==> config.mk <==
export PLATFORM = sky130hd
export DESIGN_NAME = ext_pipe
export DESIGN_NICKNAME = d
export VERILOG_FILES = /design/src/rtl/ext_pipe.sv
export SDC_FILE = /design/constraint.sdc
export NUM_CORES = 1
export LEC_CHECK = 0
export ABC_AREA = 1
export BUFFER_PORTS_ARGS = -buffer_cell sky130_fd_sc_hd__buf_2
export CAP_MARGIN = 20
export CORE_MARGIN = 2
export CORE_UTILIZATION = 24
export CTS_CLUSTER_DIAMETER = 50
export DETAILED_ROUTE_END_ITERATION = 6
export PLACE_DENSITY = 0.51
export SYNTH_ARGS = -nofsm -noshare
export SYNTH_HDL_FRONTEND = slang
export SYNTH_SLANG_ARGS = --single-unit
==> constraint.sdc <==
create_clock -name clk -period 2.1 [get_ports clk]
set_input_delay 0.42 -clock clk [delete_from_list [all_inputs] [get_ports clk]]
set_output_delay 0.42 -clock clk [all_outputs]
set_load 0.02 [all_outputs]
==> src/rtl/ext_pipe.sv <==
// Immediate/offset extension unit with a two-entry registered output buffer.
// Optional macro EXT_JUMP_EN makes eop 101 a legal jump-target mode using pc.
module ext_pipe #(
    parameter int unsigned DATA_W = 32,
    parameter int unsigned CNT_W  = 8
) (
    input  logic              clk,
    input  logic              rst_n,
    input  logic              in_valid,
    output logic              in_ready,
    input  logic [31:0]       instr,
    input  logic [DATA_W-1:0] pc,
    input  logic [2:0]        eop,
    output logic              out_valid,
    input  logic              out_ready,
    output logic [DATA_W-1:0] ext,
    output logic              err,
    output logic [CNT_W-1:0]  err_cnt
);

    typedef enum logic [1:0] {StEmpty, StOne, StTwo} state_e;

    state_e            state_q, state_d;
    logic [DATA_W-1:0] head_ext_q, head_ext_d, tail_ext_q, tail_ext_d;
    logic              head_err_q, head_err_d, tail_err_q, tail_err_d;
    logic [CNT_W-1:0]  err_cnt_q, err_cnt_d;
    logic              in_ready_q, in_ready_d;
    logic              out_valid_q, out_valid_d;

    logic [15:0]       imm;
    logic [DATA_W-1:0] res_ext;
    logic              res_err;
    logic              acc, cons;

    assign imm = instr[15:0];

`ifdef EXT_JUMP_EN
    logic unused_instr;
    assign unused_instr = ^instr[31:26];
`else
    logic unused_in;
    assign unused_in = ^{pc, instr[31:16]};
`endif

    always_comb begin
        res_ext = '0;
        res_err = 1'b0;
        case (eop)
            3'b000: res_ext = DATA_W'($signed(imm));
            3'b001: res_ext = DATA_W'(imm);
            3'b010: res_ext = DATA_W'($signed({imm, 16'h0000}));
            3'b011: res_ext = DATA_W'($signed({imm, 2'b00}));
`ifdef EXT_JUMP_EN
            3'b101: res_ext = {pc[DATA_W-1:28], instr[25:0], 2'b00};
`endif
            default: begin
                res_ext = '0;
                res_err = 1'b1;
            end
        endcase
    end

    assign acc  = in_valid && in_ready_q;
    assign cons = out_valid_q && out_ready;

    always_comb begin
        state_d    = state_q;
        head_ext_d = head_ext_q;
        head_err_d = head_err_q;
        tail_ext_d = tail_ext_q;
        tail_err_d = tail_err_q;
        err_cnt_d  = err_cnt_q;
        case (state_q)
            StEmpty: begin
                if (acc) begin
                    head_ext_d = res_ext;
                    head_err_d = res_err;
                    state_d    = StOne;
                end
            end
            StOne: begin
                if (acc && cons) begin
                    head_ext_d = res_ext;
                    head_err_d = res_err;
                end else if (acc) begin
                    tail_ext_d = res_ext;
                    tail_err_d = res_err;
                    state_d    = StTwo;
                end else if (cons) begin
                    state_d = StEmpty;
                end
            end
            StTwo: begin
                // in_ready is low here, so only a consume can happen
                if (cons) begin
                    head_ext_d = tail_ext_q;
                    head_err_d = tail_err_q;
                    state_d    = StOne;
                end
            end
            default: state_d = StEmpty;
        endcase
        if (acc && res_err && (err_cnt_q != {CNT_W{1'b1}})) begin
            err_cnt_d = err_cnt_q + 1'b1;
        end
        in_ready_d  = (state_d != StTwo);
        out_valid_d = (state_d != StEmpty);
    end

    always_ff @(posedge clk) begin
        if (!rst_n) begin
            state_q     <= StEmpty;
            head_ext_q  <= '0;
            head_err_q  <= 1'b0;
            tail_ext_q  <= '0;
            tail_err_q  <= 1'b0;
            err_cnt_q   <= '0;
            in_ready_q  <= 1'b1;
            out_valid_q <= 1'b0;
        end else begin
            state_q     <= state_d;
            head_ext_q  <= head_ext_d;
            head_err_q  <= head_err_d;
            tail_ext_q  <= tail_ext_d;
            tail_err_q  <= tail_err_d;
            err_cnt_q   <= err_cnt_d;
            in_ready_q  <= in_ready_d;
            out_valid_q <= out_valid_d;
        end
    end

    assign in_ready  = in_ready_q;
    assign out_valid = out_valid_q;
    assign ext       = head_ext_q;
    assign err       = head_err_q;
    assign err_cnt   = err_cnt_q;

endmodule
* Word level (Yosys, flattened, before mapping) *
Index checks and enable logic that the tools add are counted.
Widths: inputs -> output; s select.

storage, ports and cells
  memory bits (writable) = 0
  input bits = 71
  bits in registers = 78
  bits in read-only memories = 0
  word-level logic and storage cells = 48
  output and inout port bits = 43
  memories = 0
  latch bits = 0

cells by class
  $mul = 0
  equal/unequal tests = 10
  multiplexer cells = 16
  $lt $le $gt $ge = 0
  divide/modulo/power cells = 0
  bitwise logic cells = 1
  $add $sub $neg = 1
  shift-type cells = 0
  reduce and logical (&&, ||, !) cells = 12

operator list
  operator             number
  $pmux 32 s4          1
  $mux 32              3
  $pmux 32 s3          1
  $mux 2               5
  $add 8x1->8 const B  1
  $ne 2x2->1 const B   4
  $ne 8x8->1 const B   1
  $eq 3x2->1 const B   2
  $pmux 2 s3           1
  $logic_and 1x1->1    5
  $mux 1               4
  $reduce_and 4->1     1
  $reduce_or 4->1      1
  $eq 3x1->1 const B   1
  $logic_not 3->1      1
  $pmux 1 s3           1
  $reduce_and 3->1     1
  $reduce_bool 3->1    1
  $eq 2x1->1 const B   1
  $eq 2x2->1 const B   1
  $logic_not 2->1      1
  $reduce_bool 2->1    1
  $not 1->1            1

* Logic depth before layout (Yosys ltp) *
  depth in word-level cells = 6
  mapped depth = 10
  gate-level depth less buffers = 8

* Worst setup path before layout *
Ideal clock, no wire load.

  path kind = register -> register
  start = register err_cnt_q[0] (netlist: err_cnt[0])
  end = register err_cnt_q[1] (netlist: err_cnt[1])
  slack = 0.641 ns
  library setup time = 0.113 ns
  data required time = 1.987 ns
  arrival time = 1.345 ns
  period minus slack after synthesis = 1.459 ns
  path buffers = 0
  cell stages (with the launch flop) = 9
  path through = dfxtp_1 -> ha_1 -> nand2_1 -> nor2_1 -> nand2_1 -> nand2_2 -> inv_2 -> nor2_1 -> nor2_1

on the way
  longest elaborated chain between the ends = 2
  elaborated cells on any way between the ends = 3
  those cells by class = add/sub (1); eq/ne (1); reduce/logical (1)

ends and longest elaborated chain
  what                                                                 line  source
  from (decl)                                                          26    logic [CNT_W-1:0] err_cnt_q, err_cnt_d;
  from (signal assigned)                                               126   err_cnt_q <= err_cnt_d;
  parallel branches: the longest is 2 deep, another holds $add 8x1->8  n/a

Several ways; the timed one is not identified.
A chain may end at the register's enable or synchronous reset.

* Worst setup path in the final report *
  start = register state_q[0]
  end = register head_ext_q[13] (netlist: ext[13])

on the way
  longest elaborated chain between the ends = 3
  elaborated cells on any way between the ends = 9
  those cells by class = eq/ne (5); mux (1); reduce/logical (3)

ends and longest elaborated chain
  what                                                              line  source
  from (decl)                                                       23    state_e state_q, state_d;
  from (signal assigned)                                            112   state_q <= StEmpty;
  from (signal assigned)                                            121   state_q <= state_d;
  $eq 2x1->1 (tied with other cells)                                73    case (state_q)
  $ne 2x2->1 (no line) / $reduce_bool 3->1 (equally long branches)  n/a
  $reduce_and 4->1 (no line)                                        n/a
  to (signal assigned)                                              122   head_ext_q <= head_ext_d;
  to (decl)                                                         24    logic [DATA_W-1:0] head_ext_q, head_ext_d, tail_ext_q, tail_ext_d;

Parallel ways exist; a longest one is shown, timed or not.

==> results.yml <==
floorplanning:
  die_y_um: 132
  rows: 46
  start_util_pct: 24.7
  die_area_um2: 17500
  die_w_um: 132
  coreArea_um2: 15900
  ios: 114
global_route:
  grt.total_usage_pct: 13.1
  grt_util_met2_pct: 20.4
  grt_pass1_vias: 3603
  grt.overflow.total: 0
  antenna_found_initial: 0
  use_met3_pct: 2.73
  grt_max_degree: 70
  grt_pass1_wl_mm: 18.3
  grtUsageMet1_pct: 17.7
  top_usage_layer: "met2"
cells_and_area:
  drive_gt1_share_pct: 15.6
  register_area_um2: 1560
  antennaDiodeCount: 0
  layout_common_cells: "nand2_1 (199), nor2_1 (127), dfxtp_1 (78)"
  area_growth_pct: 23.0
  nFillCells: 1815
  fin_nets: 771
  multi_input_area_um2: 2010
  final_common_cell: "nand2_1"
  stdcell_count: 919
worst_setup_path:
  cp-start-kind: "flip-flop"
  cp_max_fo: 23
  crit_required_ns: 2.34
  crit_arrival_ns: 1.97
  reg2reg_depth: 7
  timing.rr.end: "ext[13]"
  rrSetupSlack_ns: 0.37
  crit_type: "reg2reg"
  end_kind: "flip-flop"
  rr_startpoint: "state_q[0]"
drt:
  ant_nets: 0
  via_per_inst: 4.19
  initialDrtViolationCount: 202
  routed_wl_mm: 11.3
  vias: 3855
  first_pass_iters: 4
  drcViolationCount: 0
  routedWlPerCell_um: 12.3
power_and_ir_drop:
  p_sw_share_pct: 30.8
  peakVddDrop_v: 0.000383
  p_int_mw: 2.85
  p_switching_mw: 1.27
  cellPowerDensity_nw_per_um2: 849
  seqPwrFrac_pct: 40.8
  power_mw: 4.12
  p_comb_share_pct: 20.8
  pwr-share-clk_pct: 38.4
  leakage_nw: 2.41
cts:
  path_clk_slew_ns: 0.06
  clock_path_buffers: 2
  cts_sinks: 78
  h-tree-depth: 3
  cts-resized-gates: 0
  numCtsBuffers: 9
  cts-root-buf: "clkbuf_16"
  cts_hold_buffers: 0
  clk_latency_ns: 0.35
  cts_tree: "done"
  cts_setup_buffers: 0
timing:
  setup_viol: 0
  drv_slew: 0
  worstMarginPinSlew_ns: 0.482
  hold_violations: 0
  finClkSkew_ns: 0.00585
  period_share_pct: 82.5
  slew_headroom_pct: 67.9
  tns_ns: 0
  fin_crit_ns: 1.73
  rsz0062_at_grt: "false"
  clock.fmax_ghz: 0.577
synthesis:
  syn-cell-area_um2: 3940
  seq_area_frac_synth_pct: 39.6
  synth.distinct_cells: 22
  avgSynthCellArea_um2: 6.16
  yosysWarnings: 0
  synthCells: 640
  synth_nets: 712
  synth_seq_cells: 78
hold_path:
  hold_path_class: "in2reg"
  hold_depth: 3
  hold_path_end: "tail_ext_q[0]"
  worstHoldStart: "instr[0]"
run_status:
  status: "completed"
job:
  drv_cap: 0
place:
  port_buffers: 65
  gp_congestion: 0.792
  placed_cells: 904
  hpwlAfterDp_mm: 7.69
## metal layers
layer / vias up / part of all wire (%)
met4: 0 / 1.8
met3: 16 / 4.8
met2: 92 / 43
li1: 2109 / -
met1: 1638 / 51
met5: - / 0
## synth_stat cells
library cell	n	area, um^2
inv_1	48	180
nand2_1	199	747
nor2_1	127	477
nand2_2	2	12.5
nand3_2	1	10.0
a21oi_1	43	215
xnor2_1	1	8.76
buf_2	20	100
o21ai_1	34	170
o21bai_1	1	7.51
xor2_1	2	17.5
nor2_2	4	25.0
ha_1	1	12.5
o21ai_0	5	25.0
dfxtp_1	78	1560
nor3b_1	1	7.51
nand4_1	2	12.5
buf_6	1	11.3
clkbuf_1	12	45.0
nand3_1	51	255
inv_2	3	11.3
buf_4	4	30.0
## cell type report
class | count | area share (%)
multi-input combinational | 474 | 41.5
sequential | 78 | 32.2
timing repair buffer | 85 | 10.8
tap | 216 | 5.57
clock buffer | 11 | 5.00
inverter | 51 | 3.95
clock inverter | 4 | 0.980
## critical path: stages (launching register included)
cell	delay (ns)
dfxtp_1	0.36
inv_2	0.07
nand2_2	0.13
o21ai_2	0.44
nand2_1	0.13
buf_4	0.25
a21oi_1	0.20
nor2_1	0.05
## flip-flops by register name, summed over array words and instances (netlist names)
signal and flops:
ext 32, tail_ext_q 32, out_valid 1, tail_err_q 1, err 1, err_cnt 8
state_q 2, in_ready 1
## cell families (layout without fill, tap and decap cells)
kind of cell | Yosys count | count (layout) | synth area share (%)
AOI/OAI and AO/OA | 83 | 83 | 10.6
xor gates and xnor gates | 3 | 3 | 0.667
adders and majority gates | 1 | 1 | 0.317
buffers and inverters | 88 | 151 | 9.58
DFF | 78 | 78 | 39.6
and+or+nand+nor | 387 | 387 | 39.2
## how the worst max path moves through the flow
| stage | startpoint | endpoint |
|---|---|---|
| floorplan | err_cnt[0] | err_cnt[1] |
| global placement | out_ready | ext[13] |
| detailed placement | out_ready | ext[13] |
| CTS | state_q[0] | ext[13] |
| global route | state_q[0] | ext[13] |
| finish | state_q[0] | ext[13] |
## power by group through the flow
stage	Combinational, mW	Sequential (mW)	Clock, mW
floorplan	0.488	1.81	0
global placement	0.861	1.71	0
detailed placement	0.862	1.71	0
CTS	0.866	1.68	1.63
global route	0.968	1.69	1.68
finish	0.855	1.68	1.58
## through the flow
step	setup slack, ns	util [%]	area (um^2)	hold slack (ns)
floorplan	0.641	-	3940	0.425
global placement	0.272	28.6	4560	0.434
detailed placement	0.278	28.6	4560	0.446
CTS	0.364	30.4	4850	0.408
global route	0.196	30.4	4850	0.442
finish	0.368	30.4	4850	0.417
Power figures use the tool's default switching activity.
